File: config.mk
export PLATFORM = sky130hd
export DESIGN_NAME = vga_text_console
export DESIGN_NICKNAME = d
export VERILOG_FILES = /design/src/rtl/vga_text_pkg.sv /design/src/rtl/vga_text_console.sv
export SDC_FILE = /design/constraint.sdc
export NUM_CORES = 1
export LEC_CHECK = 0
export CORE_ASPECT_RATIO = 1.2
export CORE_MARGIN = 4
export CORE_UTILIZATION = 50
export DETAILED_ROUTE_END_ITERATION = 12
export HOLD_SLACK_MARGIN = 0.15
export PLACE_DENSITY = 0.85
export SYNTH_ARGS = -nofsm -noshare
export SYNTH_HDL_FRONTEND = slang
export SYNTH_SLANG_ARGS = --single-unit
File: constraint.sdc
create_clock -name clk -period 4.5 [get_ports clk]
set_input_delay 0.9 -clock clk [delete_from_list [all_inputs] [get_ports clk]]
set_output_delay 0.9 -clock clk [all_outputs]
set_load 0.1 [all_outputs]
File: src/rtl/vga_text_pkg.sv
// Shared constants for the text console: FSM encodings, control codes, screen geometry.
package vga_text_pkg;

  localparam int unsigned DEF_COLS = 80;
  localparam int unsigned DEF_ROWS = 30;

  typedef logic [2:0] state_t;

  localparam state_t IDLE      = 3'd0;
  localparam state_t PUT       = 3'd1;
  localparam state_t PUT_BS    = 3'd2;
  localparam state_t NL        = 3'd3;
  localparam state_t SCROLL_RD = 3'd4;
  localparam state_t SCROLL_WR = 3'd5;
  localparam state_t FILL      = 3'd6;
  localparam state_t CLEAR     = 3'd7;

  localparam logic [7:0] CH_LF = 8'h0A;
  localparam logic [7:0] CH_CR = 8'h0D;
  localparam logic [7:0] CH_BS = 8'h08;
  localparam logic [7:0] CH_FF = 8'h0C;

  function automatic logic is_printable(input logic [7:0] c);
    return (c >= 8'h20) && (c <= 8'h7E);
  endfunction

endpackage

File: src/rtl/vga_text_console.sv
// Character-stream controller owning the single port of the text buffer.
// Places printable bytes at the cursor, handles LF/CR/BS/FF, and runs scroll
// and clear as read/write bursts.
module vga_text_console
  import vga_text_pkg::*;
#(
  parameter int unsigned COLS   = DEF_COLS,
  parameter int unsigned ROWS   = DEF_ROWS,
  parameter int unsigned ADDR_W = 16,
  parameter logic [7:0]  BLANK  = 8'h20
) (
  input  logic              clk,
  input  logic              reset,
  input  logic              in_valid,
  output logic              in_ready,
  input  logic [7:0]        in_char,
  output logic              busy,
  output logic [6:0]        cursor_col,
  output logic [4:0]        cursor_row,
  output logic              buf_we,
  output logic              buf_re,
  output logic [ADDR_W-1:0] buf_addr,
  output logic [7:0]        buf_wdata,
  input  logic [7:0]        buf_rdata
);

  localparam logic [ADDR_W-1:0] COLS_A        = ADDR_W'(COLS);
  localparam logic [ADDR_W-1:0] LAST_CELL     = ADDR_W'(COLS * ROWS - 1);
  localparam logic [ADDR_W-1:0] LAST_ROW_BASE = ADDR_W'(COLS * (ROWS - 1));
  localparam logic [6:0]        LAST_COL      = 7'(COLS - 1);
  localparam logic [4:0]        LAST_ROW      = 5'(ROWS - 1);

  state_t            state_q, state_d;
  logic [6:0]        col_q, col_d;
  logic [4:0]        row_q, row_d;
  logic [ADDR_W-1:0] row_base_q, row_base_d;  // always cursor_row * COLS
  logic [ADDR_W-1:0] ptr_q, ptr_d;            // burst pointer: scroll src, fill dst, clear addr
  logic [7:0]        char_q, char_d;
  logic [ADDR_W-1:0] addr_hold_q;
  logic [7:0]        wdata_hold_q;

  logic              we, re, newline;
  logic [ADDR_W-1:0] addr_now, cursor_addr;
  logic [7:0]        wdata_now;

  assign cursor_addr = row_base_q + ADDR_W'(col_q);

  // Next-state, cursor and burst sequencing; address/data hold when port is idle.
  always_comb begin
    state_d    = state_q;
    col_d      = col_q;
    row_d      = row_q;
    row_base_d = row_base_q;
    ptr_d      = ptr_q;
    char_d     = char_q;
    we         = 1'b0;
    re         = 1'b0;
    newline    = 1'b0;
    addr_now   = addr_hold_q;
    wdata_now  = wdata_hold_q;
    unique case (state_q)
      IDLE: begin
        if (in_valid) begin
          if (is_printable(in_char)) begin
            char_d  = in_char;
            state_d = PUT;
          end else if (in_char == CH_LF) begin
            state_d = NL;
          end else if (in_char == CH_CR) begin
            col_d = '0;
          end else if (in_char == CH_BS) begin
            if (col_q != '0) begin
              col_d   = col_q - 7'd1;
              state_d = PUT_BS;
            end
          end else if (in_char == CH_FF) begin
            ptr_d   = '0;
            state_d = CLEAR;
          end
        end
      end
      PUT: begin
        we        = 1'b1;
        addr_now  = cursor_addr;
        wdata_now = char_q;
        if (col_q != LAST_COL) begin
          col_d   = col_q + 7'd1;
          state_d = IDLE;
        end else begin
          newline = 1'b1;
        end
      end
      PUT_BS: begin
        we        = 1'b1;
        addr_now  = cursor_addr;
        wdata_now = BLANK;
        state_d   = IDLE;
      end
      NL: newline = 1'b1;
      SCROLL_RD: begin
        re       = 1'b1;
        addr_now = ptr_q;
        state_d  = SCROLL_WR;
      end
      SCROLL_WR: begin
        we        = 1'b1;
        addr_now  = ptr_q - COLS_A;
        wdata_now = buf_rdata;
        ptr_d     = ptr_q + 1'b1;
        if (ptr_q == LAST_CELL) begin
          ptr_d   = LAST_ROW_BASE;
          state_d = FILL;
        end else begin
          state_d = SCROLL_RD;
        end
      end
      FILL: begin
        we        = 1'b1;
        addr_now  = ptr_q;
        wdata_now = BLANK;
        ptr_d     = ptr_q + 1'b1;
        if (ptr_q == LAST_CELL) state_d = IDLE;
      end
      CLEAR: begin
        we        = 1'b1;
        addr_now  = ptr_q;
        wdata_now = BLANK;
        ptr_d     = ptr_q + 1'b1;
        if (ptr_q == LAST_CELL) begin
          col_d      = '0;
          row_d      = '0;
          row_base_d = '0;
          state_d    = IDLE;
        end
      end
      default: state_d = IDLE;
    endcase
    // Shared by LF and by a printable landing in the last column.
    if (newline) begin
      col_d = '0;
      if (row_q != LAST_ROW) begin
        row_d      = row_q + 5'd1;
        row_base_d = row_base_q + COLS_A;
        state_d    = IDLE;
      end else begin
        ptr_d   = COLS_A;
        state_d = SCROLL_RD;
      end
    end
  end

  // State registers; synchronous reset aborts any burst immediately.
  always_ff @(posedge clk) begin
    if (reset) begin
      state_q      <= IDLE;
      col_q        <= '0;
      row_q        <= '0;
      row_base_q   <= '0;
      ptr_q        <= '0;
      char_q       <= '0;
      addr_hold_q  <= '0;
      wdata_hold_q <= '0;
    end else begin
      state_q      <= state_d;
      col_q        <= col_d;
      row_q        <= row_d;
      row_base_q   <= row_base_d;
      ptr_q        <= ptr_d;
      char_q       <= char_d;
      addr_hold_q  <= addr_now;
      wdata_hold_q <= wdata_now;
    end
  end

  assign in_ready   = (state_q == IDLE);
  assign busy       = (state_q != IDLE);
  assign cursor_col = col_q;
  assign cursor_row = row_q;
  assign buf_we     = we;
  assign buf_re     = re;
  assign buf_addr   = addr_now;
  assign buf_wdata  = wdata_now;

endmodule

== Yosys cells after proc, flatten, opt, wreduce, memory -nomap -nowiden ==
Index checks and enable logic that the tools add are counted.

* Bits of input ports: 19
* Flip-flop bits (word level): 79

* Equality and inequality tests: 27
* Reductions and logical operators: 15
* Multiplexer cells: 46
* Order comparisons: 2
* $add $sub $neg: 7

{| class="wikitable"
|+ Operators by type and width
! operator !! count
|-
| 16-bit 2-to-1 mux || 13
|-
| 16-bit one-hot mux with 3 select lines || 2
|-
| 7-bit 2-to-1 mux || 8
|-
| 3-bit 2-to-1 mux || 11
|-
| 8-bit by 4-bit == test with 1-bit output, second input constant || 4
|-
| 8-bit one-hot mux with 3 select lines || 1
|-
| 7-bit one-hot mux with 3 select lines || 1
|-
| 5-bit 2-to-1 mux || 4
|-
| 3-bit one-hot mux with 6 select lines || 1
|-
| 16-bit by 1-bit adder with 16-bit output, second input constant || 1
|-
| 16-bit by 7-bit adder with 16-bit output || 1
|-
| 16-bit by 7-bit adder with 16-bit output, second input constant || 1
|-
| 16-bit by 12-bit == test with 1-bit output, second input constant || 1
|-
| 16-bit by 7-bit subtractor with 16-bit output, second input constant || 1
|-
| 7-bit nonzero test || 2
|-
| 3-bit == test, second input constant || 4
|-
| 2-bit != test, second input constant || 5
|-
| 5-bit != test, second input constant || 2
|-
| 3-bit by 1-bit != test with 1-bit output, second input constant || 3
|-
| 8-bit by 6-bit greater-or-equal comparator with 1-bit output, second input constant || 1
|-
| 8-bit by 7-bit <= comparator with 1-bit output, second input constant || 1
|-
| 8-bit AND reduction || 1
|-
| 7-bit by 1-bit adder with 7-bit output, second input constant || 1
|-
| 7-bit != test, second input constant || 1
|-
| other kinds (19) || 26
|}

== Depth between registers and ports, before layout ==
Gate-level depths: netlist (run 1).

* Word-level depth: 10
* Depth in mapped cells: 9

== Least setup slack after synthesis (run 1) ==
Ideal clock, no wire load.

* Kind: register to output
* From: register col_q[1], in the netlist cursor_col[1]
* To: output buf_addr[11]
* Stages on the path, launching flop included: 8
* Arrival: 4,641 ps
* Setup slack: -1,041 ps
* Data required time: 3,600 ps
* Path through: dfxtp_1 ha_1 a211oi_1 nor3_1 o21ai_0 xnor2_1 nor2_1 a211oi_1

* Cells in the longest elaborated chain, start to end: 2

{| class="wikitable"
|+ Ends and longest elaborated chain
! what !! RTL line !! source
|-
| start: declaration || vga_text_console.sv:34 || <nowiki>logic [6:0] col_q, col_d;</nowiki>
|-
| start signal: assignment || vga_text_console.sv:165 || <nowiki>col_q <= col_d;</nowiki>
|-
| 16-bit by 7-bit adder with 16-bit output || vga_text_console.sv:46 || <nowiki>assign cursor_addr = row_base_q + ADDR_W'(col_q);</nowiki>
|-
| 16-bit one-hot mux with 3 select lines || vga_text_console.sv:61 || <nowiki>unique case (state_q)</nowiki>
|-
| end: declaration || vga_text_console.sv:22 || <nowiki>output logic [ADDR_W-1:0] buf_addr,</nowiki>
|}

No other way between the ends.

== Worst setup path in the final report (run 1) ==
* From: register col_q[0], in the netlist cursor_col[0]
* To: output buf_addr[12]

The elaborated chain is that of the path after synthesis.

==> results of run 1 <==
## state kept, by name (all words and copies together) (netlist names)
signal and count:
char_q 8, cursor_row 5, row_base_q 16, state_q 3, ptr_q 16, cursor_col 7
wdata_hold_q 8, addr_hold_q 16
## power by group through the flow
stage / combinational (mW) / clock, mW / sequential, mW
after floorplan: 1.01 / 0 / 0.917
after global placement: 1.40 / 0 / 0.827
after detailed placement: 1.42 / 0 / 0.831
after CTS: 1.43 / 0.805 / 0.817
after global routing: 1.51 / 0.838 / 0.827
final: 1.44 / 0.801 / 0.818
## worst max-delay path: cells and delay by family (launching register included)
| kind | cells | cell delay [ps] |
|---|---|---|
| compound gates | 3 | 720 |
| fa+ha+maj | 2 | 670 |
| simple gates | 2 | 460 |
| mux | 1 | 160 |
| buf+inv | 2 | 240 |
| flops | 1 | 500 |
## layer usage
layer | GRT usage [%] | up-vias | wire length (um)
li1 | - | 2368 | -
met1 | 30.6 | 2414 | 5780
met2 | 39.4 | 241 | 6910
met3 | 4.21 | 38 | 992
met4 | 10.8 | 0 | 355
met5 | 0 | - | 0
## placed cells by master (no fill, tap or decap), types with 11 or more instances in the layout
master / count
a211oi_1: 11
a21oi_1: 44
a311oi_1: 11
and2_1: 16
and3_1: 15
buf_12: 12
buf_4: 22
clkdlybuf4s50_1: 30
dfxtp_1: 79
ha_1: 17
inv_1: 16
mux2i_1: 24
nand2_1: 68
nand3_1: 21
nor2_1: 69
nor3_1: 13
o21ai_0: 31
xnor2_1: 13
xor2_1: 18
## final timing paths
kind              slack [ps]                  startpoint                        end  depth (start not counted)
setup / recovery         510  cursor_col[0]$_SDFFE_PP0P_               buf_addr[12]                         10
setup reg to reg        1730  cursor_col[2]$_SDFFE_PP0P_  addr_hold_q[7]$_SDFF_PP0_                          7
hold / removal           480      char_q[7]$_SDFFE_PP0P_     char_q[7]$_SDFFE_PP0P_                          1
hold reg to reg          480      char_q[7]$_SDFFE_PP0P_     char_q[7]$_SDFFE_PP0P_                          1
## kinds of logic (layout without fill, tap and decap cells)
group,Yosys count,in the layout,synth area share (%)
fa+ha+maj,18,18,4.63
mux,28,28,5.67
simple gates,255,255,25.7
compound gates,166,166,22.4
flops,79,79,31.5
xor+xnor,31,31,5.40
buf+inv,55,97,4.73
## through the flow
step	power [mW]	hold WS [ps]	TNS [ps]
after floorplan	1.93	452	-125
after global placement	2.23	468	0
after detailed placement	2.25	469	0
after CTS	3.05	484	0
after global routing	3.18	490	0
final	3.05	482	0
## area by class of cell
| type | instances | area [um2] |
|---|---|---|
| inverters | 17 | 63.8 |
| repair buffers | 64 | 706 |
| well taps | 123 | 154 |
| clock inverters | 3 | 65.1 |
| flip-flops and latches | 79 | 1580 |
| fillers | 784 | 3590 |
| clock buffers | 13 | 260 |
| multi-input cells | 498 | 3240 |
==> run summary, run 1 <==
H-tree depth = 3
Switching Power = 1.39 mW
First-pass GRT wire length = 23600 um
Max-slew violation count = 0
Layout area overhead = 20.8%
Core Rows = 39
Top-count cell post-synth = dfxtp_1
Clk root buf = clkbuf_16
Die Wd = 99.5 um
Final Hold Viols = 0
Post-synthesis register bit count = 79
Final setup viols = 0
DIE AREA = 0.0117 mm2
Post-DP Area = 0.00575 mm2
Antenna violations before repair = 0
Share of cells above drive strength 1 = 11.9%
Util after Layout = 62.9%
Max clock buf depth = 2
PnR worst setup slack = 508 ps
Power per Cell Area = 503 mW/mm2
Synthesis Warnings = 0
CTS tree = yes
Synth top area share = 31.5%
# port buffers = 58
Layout Skew = 6.72 ps
Syn avg cell area = 7.96 um2
Leak pwr = 2.35 nW
Vias = 5061
DRT antenna net count = 0
Crit. End Element = output port
RD Place Congestion = 0.955
Placed cell count = 781
Fin cells = 797
Worst skew pair latency = 340 ps
Total GRT Usage = 24.1%
Worst-path maximum fanout = 9
Cell area after synthesis = 0.00503 mm2
Starting density of the core = 52.0%
Final wirelength = 14000 um
Status = finished, final reports clean
Synth top cells by count = dfxtp_1 (79), nor2_1 (69), nand2_1 (68), a21oi_1 (47), o21ai_0 (31)
Vias/cell = 6.35
Rel. slew slack = 34.2%
Minimum clock period = 3990 ps
Post-CTS Resized = 0
Final HPWL DP = 9890 um
Worst Setup Start Kind = register
CP max stage cell = dfxtp_1
Req. time, crit path = 3600 ps
Chip Height = 118 um
Ant. Diodes = 0
Largest net degree at the start of global routing = 43
Clk slew on worst S/H paths = 60 ps
Vias in the first global route = 4941
VDD IR max = 374 uV
Total internal power = 1.66 mW
WS Path Type = register to output port
Post-Syn Nets = 669
Unrepaired setup endpoints after global routing = no
Post-DR wirelength/cell = 17.6 um
Clock share of power = 26.2%
CTS buffer count = 9
Total core area = 0.00966 mm2
Arr. time, crit path = 3090 ps
CP most frequent cell = o21ai_0
Total congestion overflow = 0
Final worst path period share = 88.7%
Pre-CTS WS = 925 ps
MaxCap Viol Count = 0
Drt pass-1 iters = 5
Initial DRC count = 527
Post-CTS Hold Buffers = 0
Post-synth ARST share = 0%
Max incr delay on CP = 500 ps
Post-synth top flop = dfxtp_1
Layout Cell Area excl Fill = 0.00607 mm2
Class of the worst hold path = register to register
Sequential share of power = 26.8%
DRC = 0
Library cells used by synthesis = 74
CTS Sinks = 79
Achievable frequency = 0.250 GHz
Worst-Margin Slew = 984 ps
Comb pwr share = 47.0%
# IOs = 59
Worst-path cell chain = ha_1 -> inv_1 -> fa_1 -> nor2b_1 -> o21ai_0 -> a21oi_1 -> o21ai_0 -> mux2i_1 -> or2_2 -> buf_12
Final nets = 706
Synth area leaders = dfxtp_1 (31%), nor2_1 (5.2%), nand2_1 (5.1%)
Post-synth EDFFs = 0
Dominant cell type by area after synthesis = dfxtp_1
Post-Syn Instances = 632
Sw Ratio = 45.5%
Register area share after synthesis = 31.5%
Setup Buffers After CTS = 0
No activity file was read; power rests on OpenSTA's default activity.
==> run 2, diff against run 1 <==
Settings changed: CELL_PAD_IN_SITES_DETAIL_PLACEMENT set to 0, CELL_PAD_IN_SITES_GLOBAL_PLACEMENT set to 2, CORE_UTILIZATION 50 to 36, PLACE_DENSITY 0.85 to 0.95, SLEW_MARGIN set to 20.
==> run summary, run 2 (synthesized netlist as in run 1, its figures left out) <==
Post-DR wirelength/cell = 17.2 um (-2.3%)
Worst-Margin Slew = 981 ps (-2.34 ps)
Antenna violations before repair = 0 (unchanged)
# IOs = 59 (unchanged)
Pre-CTS WS = 920 ps (-5.77 ps)
WS Path Type = register to output port
Rel. slew slack = 34.4% (+0.16 points)
PnR worst setup slack = 490 ps (-18.4 ps)
Post-CTS Hold Buffers = 0 (unchanged)
Starting density of the core = 36.5% (-16 points)
Setup TNS after final layout = 0 ps (unchanged)
Leak pwr = 2.35 nW (+0.22%)
Final setup viols = 0 (unchanged)
Worst-path maximum fanout = 8 (-1)
VDD IR max = 369 uV (-1.5%)
Class of the worst hold path = register to register
Power per Cell Area = 492 mW/mm2 (-2.1%)
Clk slew on worst S/H paths = 60 ps (about the same)
Core Rows = 47 (+21%)
Worst Setup Start Kind = register
Worst skew pair latency = 350 ps (about the same)
CTS Sinks = 79 (unchanged)
Final Hold Viols = 0 (unchanged)
RD Place Congestion = 0.807 (-16%)
Die Wd = 116 um (+16%)
Vias = 4829 (-4.6%)
Minimum clock period = 4010 ps (+18.4 ps)
H-tree depth = 3 (unchanged)
Total congestion overflow = 0 (unchanged)
Clk root buf = clkbuf_16
CP max stage cell = nor4_1
DIE AREA = 0.0159 mm2 (+36%)
Final nets = 708 (+0.28%)
Req. time, crit path = 3600 ps (about the same)
CTS buffer count = 9 (unchanged)
Vias in the first global route = 4668 (-5.5%)
Total GRT Usage = 18.9% (-5.2 points)
Status = finished, final reports clean
Unrepaired setup endpoints after global routing = no
Vias/cell = 5.70 (-10%)
Post-CTS Resized = 0 (unchanged)
Arr. time, crit path = 3110 ps (+20 ps)
Top Registers = addr_hold_q (16), ptr_q (16), row_base_q (16)
FILL cells = 1411 (+80%)
Chip Height = 137 um (+17%)
Final worst path period share = 89.1% (+0.41 points)
Achievable frequency = 0.249 GHz (-0.46%)
Max incr delay on CP = 490 ps (about the same)
First-pass GRT wire length = 23900 um (+1.1%)
CTS tree = yes
Drt pass-1 iters = 4 (-1)
Largest net degree at the start of global routing = 43 (unchanged)
DRC = 0 (unchanged)
Total core area = 0.0138 mm2 (+42%)
# port buffers = 58 (unchanged)
Share of cells above drive strength 1 = 12.1% (+0.26 points)
Final wirelength = 14600 um (+3.8%)
MaxCap Viol Count = 0 (unchanged)
Max clock buf depth = 2 (unchanged)
Most frequent cells in the layout = dfxtp_1 (79), nor2_1 (69), nand2_1 (68)
Ant. Diodes = 0 (unchanged)
Setup Buffers After CTS = 0 (unchanged)
Final HPWL DP = 10600 um (+7.2%)
DRT antenna net count = 0 (unchanged)
Crit. End Element = output port
Layout Skew = 8.25 ps (+1.53 ps)
Most common cell after layout, fill and taps aside = dfxtp_1
Initial DRC count = 291 (-45%)
Max-slew violation count = 0 (unchanged)
Layout area overhead = 22.4%
Worst-path cell chain = ha_1 -> a211oi_1 -> nor3_1 -> o31a_1 -> or2_2 -> nor4_1 -> a211oi_4 -> buf_12
## run 2: cell count changes in the layout (fill, tap and decap cells not counted), sizes merged
| cell | change |
|---|---|
| clkinv | +2 |
| buf | +2 |
| clkbuf | -1 |
| bufinv | -1 |
## run 2: through the flow
stage / utilization [%] / instances / power [mW] / hold WS [ps] / area [um2]
2_1_floorplan: - / 632 / 1.93 / 452 / 5060
3_3_place_gp: 42.6 / 831 / 2.29 / 466 / 5860
3_5_place_dp: 42.6 / 831 / 2.30 / 476 / 5860
4_1_cts: 44.7 / 847 / 3.04 / 488 / 6150
5_1_grt: 44.7 / 847 / 3.16 / 505 / 6150
6_report: 44.7 / 847 / 3.03 / 487 / 6150
## run 2: area by class of cell
cell class / count / area, um2 / area share [%]
flip-flops and latches: 79 / 1580 / 25.7
clock inverters: 4 / 45.0 / 0.732
well taps: 171 / 214 / 3.48
inverters: 17 / 63.8 / 1.04
clock buffers: 12 / 246 / 4.01
repair buffers: 66 / 758 / 12.3
multi-input cells: 498 / 3240 / 52.7
## run 2: final timing paths
path | startpoint | end | slack (ps) | depth (start not counted)
worst max-delay path | cursor_col[1]$_SDFFE_PP0P_ | buf_addr[7] | 490 | 8
worst min-delay path | row_base_q[0]$_SDFFE_PP0P_ | row_base_q[0]$_SDFFE_PP0P_ | 490 | 1
worst max register to register | cursor_col[1]$_SDFFE_PP0P_ | addr_hold_q[7]$_SDFF_PP0_ | 1730 | 7
worst min register to register | row_base_q[0]$_SDFFE_PP0P_ | row_base_q[0]$_SDFFE_PP0P_ | 490 | 1
## run 2: metal layers
layer,global-route usage (%),vias to the layer above,part of all wire (%)
met2,31.2,99,48
met3,2.94,15,3.6
met5,0,-,0
li1,-,2371,-
met1,24.8,2344,46
met4,7.29,0,1.7
## run 2: power by group
part | switching, mW | leakage, nW | total, mW | internal (mW)
combinational | 1.05 | 1.57 | 1.47 | 0.422
clock | 0.299 | 0.146 | 0.741 | 0.443
sequential | 0.0670 | 0.639 | 0.820 | 0.753
total | 1.41 | 2.35 | 3.03 | 1.62
## run 2: worst max-delay path: cells and delay by family, from the launching register on
kind / cells / cell delay (ps)
adders and majority gates: 1 / 300
and+or+nand+nor: 3 / 970
DFF: 1 / 480
AOI/OAI and AO/OA: 3 / 800
buffers and inverters: 1 / 200
==> run 3, diff against run 2 <==
Settings changed: CORE_UTILIZATION 36 to 41, DONT_BUFFER_PORTS set to 1.
Clock period 4.5 ns to 4.9 ns, I/O delays scaled along.
==> run summary, run 3 (synthesized netlist as in run 1, its figures left out) <==
Max-slew violation count = 0 (unchanged)
Fin cells = 798 (-5.8%)
Power per Cell Area = 473 mW/mm2 (-3.9%)
Share of cells above drive strength 1 = 12.6% (+0.43 points)
Layout area overhead = 12.2%
Final nets = 671 (-5.2%)
Sw Ratio = 47.5% (+0.90 points)
Worst skew pair latency = 340 ps (about the same)
DRT antenna net count = 0 (unchanged)
Placed cell count = 784 (-5.7%)
DIE AREA = 0.0141 mm2 (-11%)
Antenna violations before repair = 0 (unchanged)
Largest net degree at the start of global routing = 28 (-35%)
Leak pwr = 2.16 nW (-8.0%)
Worst Setup Start Kind = register
Max incr delay on CP = 480 ps (about the same)
Clk slew on worst S/H paths = 60 ps (about the same)
Setup Buffers After CTS = 0 (unchanged)
Chip Height = 129 um (-5.9%)
Total core area = 0.0121 mm2 (-12%)
Final wirelength = 14400 um (-1.5%)
# IOs = 59 (unchanged)
Unrepaired setup endpoints after global routing = no
Comb pwr share = 48.1% (-0.4 points)
First-pass GRT wire length = 23500 um (-1.6%)
Most common cell after layout, fill and taps aside = dfxtp_1
Top Registers = addr_hold_q (16), ptr_q (16), row_base_q (16)
CTS buffer count = 9 (unchanged)
Layout Skew = 6.29 ps (-1.96 ps)
Minimum clock period = 3930 ps
Total internal power = 1.40 mW (-13%)
CTS tree = yes
Arr. time, crit path = 2950 ps (-160 ps)
H-tree depth = 3 (unchanged)
Die Wd = 109 um (-5.9%)
Crit path depth = 8 (unchanged)
Core Rows = 44 (-6.4%)
Req. time, crit path = 3920 ps (+320 ps)
Status = finished, final reports clean
Drt pass-1 iters = 4 (unchanged)
Rel. slew slack = 24.1% (-10 points)
Total GRT Usage = 20.9% (+2.0 points)
Setup TNS after final layout = 0 ps (unchanged)
Starting density of the core = 41.7% (+5.2 points)
Most frequent cells in the layout = dfxtp_1 (79), nand2_1 (68), nor2_1 (68)
Worst-Margin Slew = 1140 ps (+156 ps)
Worst-path cell chain = ha_1 -> a211oi_1 -> nor3_1 -> o31a_1 -> or2_2 -> nor4_1 -> a211oi_4 -> buf_4
WS Path Type = register to output port
MaxCap Viol Count = 0 (unchanged)
Crit. End Element = output port
Worst-path maximum fanout = 4 (-4)
DRC = 0 (unchanged)
Final Hold Viols = 0 (unchanged)
Class of the worst hold path = register to register
Vias/cell = 5.86 (+2.8%)
Post-CTS Resized = 0 (unchanged)
Switching Power = 1.27 mW (-10%)
Max clock buf depth = 2 (unchanged)
VDD IR max = 234 uV (-37%)
Final worst path period share = 80.2%
Clock share of power = 25.0% (+0.5 points)
Ant. Diodes = 0 (unchanged)
CP bufs+invs = 1 (unchanged)
CTS Sinks = 79 (unchanged)
Achievable frequency = 0.254 GHz
CP max stage cell = nor4_1
Final setup viols = 0 (unchanged)
Clk root buf = clkbuf_16
Post-CTS Hold Buffers = 0 (unchanged)
Final HPWL DP = 10300 um (-2.7%)
Vias = 4675 (-3.2%)
Total congestion overflow = 0 (unchanged)
Vias in the first global route = 4515 (-3.3%)
Sequential share of power = 27.0% (about the same)
Hold path depth = 1 (unchanged)
# port buffers = 0 (-100%)
RD Place Congestion = 0.846 (+4.8%)
Initial DRC count = 257 (-12%)
Worst reg2reg path depth = 9 (+2)
Top delay family on crit path = simple AND/OR/NAND/NOR gates
Post-DR wirelength/cell = 18.0 um (+4.6%)
## run 3: area by class of cell
class / instances / area [um2]
Timing Repair Buffer: 29 / 235
Fill cell: 1183 / 6410
Tap cell: 161 / 201
Inverter: 17 / 63.8
Sequential cell: 79 / 1580
Multi-Input combinational cell: 498 / 3280
Clock buffer: 10 / 239
Clock inverter: 4 / 47.5
## run 3: worst register-to-register path, stage by stage (launching register included)
cell and delay, ps:
dfxtp_1 370, buf_4 250, nor2_1 740, nand2_1 270, inv_1 180, nand4_1 260
nand2_1 410, o21ai_0 160, a22oi_1 210, nor2_1 50
## run 3: power groups by stage
stage,combinational [mW],sequential [mW],clock (mW)
after floorplan,0.918,0.842,0
after global placement,1.27,0.731,0
after detailed placement,1.28,0.733,0
after CTS,1.29,0.720,0.672
after global routing,1.37,0.724,0.704
final,1.28,0.720,0.668
## run 3: worst paths after layout
path	start	endpoint	slack, ps
min reg2reg	char_q[7]$_SDFFE_PP0P_	char_q[7]$_SDFFE_PP0P_	480
max	cursor_col[1]$_SDFFE_PP0P_	buf_addr[7]	970
max reg2reg	state_q[0]$_SDFFE_PP0P_	ptr_q[11]$_SDFF_PP0_	1880
min	char_q[7]$_SDFFE_PP0P_	char_q[7]$_SDFFE_PP0P_	480
## run 3: stage by stage
step	hold WS, ps	cell area [um2]	utilization [%]	power (mW)	setup WS [ps]
5_1_grt	490	5640	46.8	2.79	794
3_3_place_gp	466	5360	44.4	2.00	1410
2_1_floorplan	452	5050	-	1.76	62.1
3_5_place_dp	475	5360	44.4	2.01	1330
6_report	485	5640	46.8	2.67	968
4_1_cts	484	5640	46.8	2.68	954
## run 3: routing by layer
metal,share of wire (%),vias to the layer above,global-route usage (%)
met4,1.3,0,6.24
met3,5.4,13,5.03
li1,-,2288,-
met1,44,2263,26.6
met5,0,-,0
met2,49,111,35.1
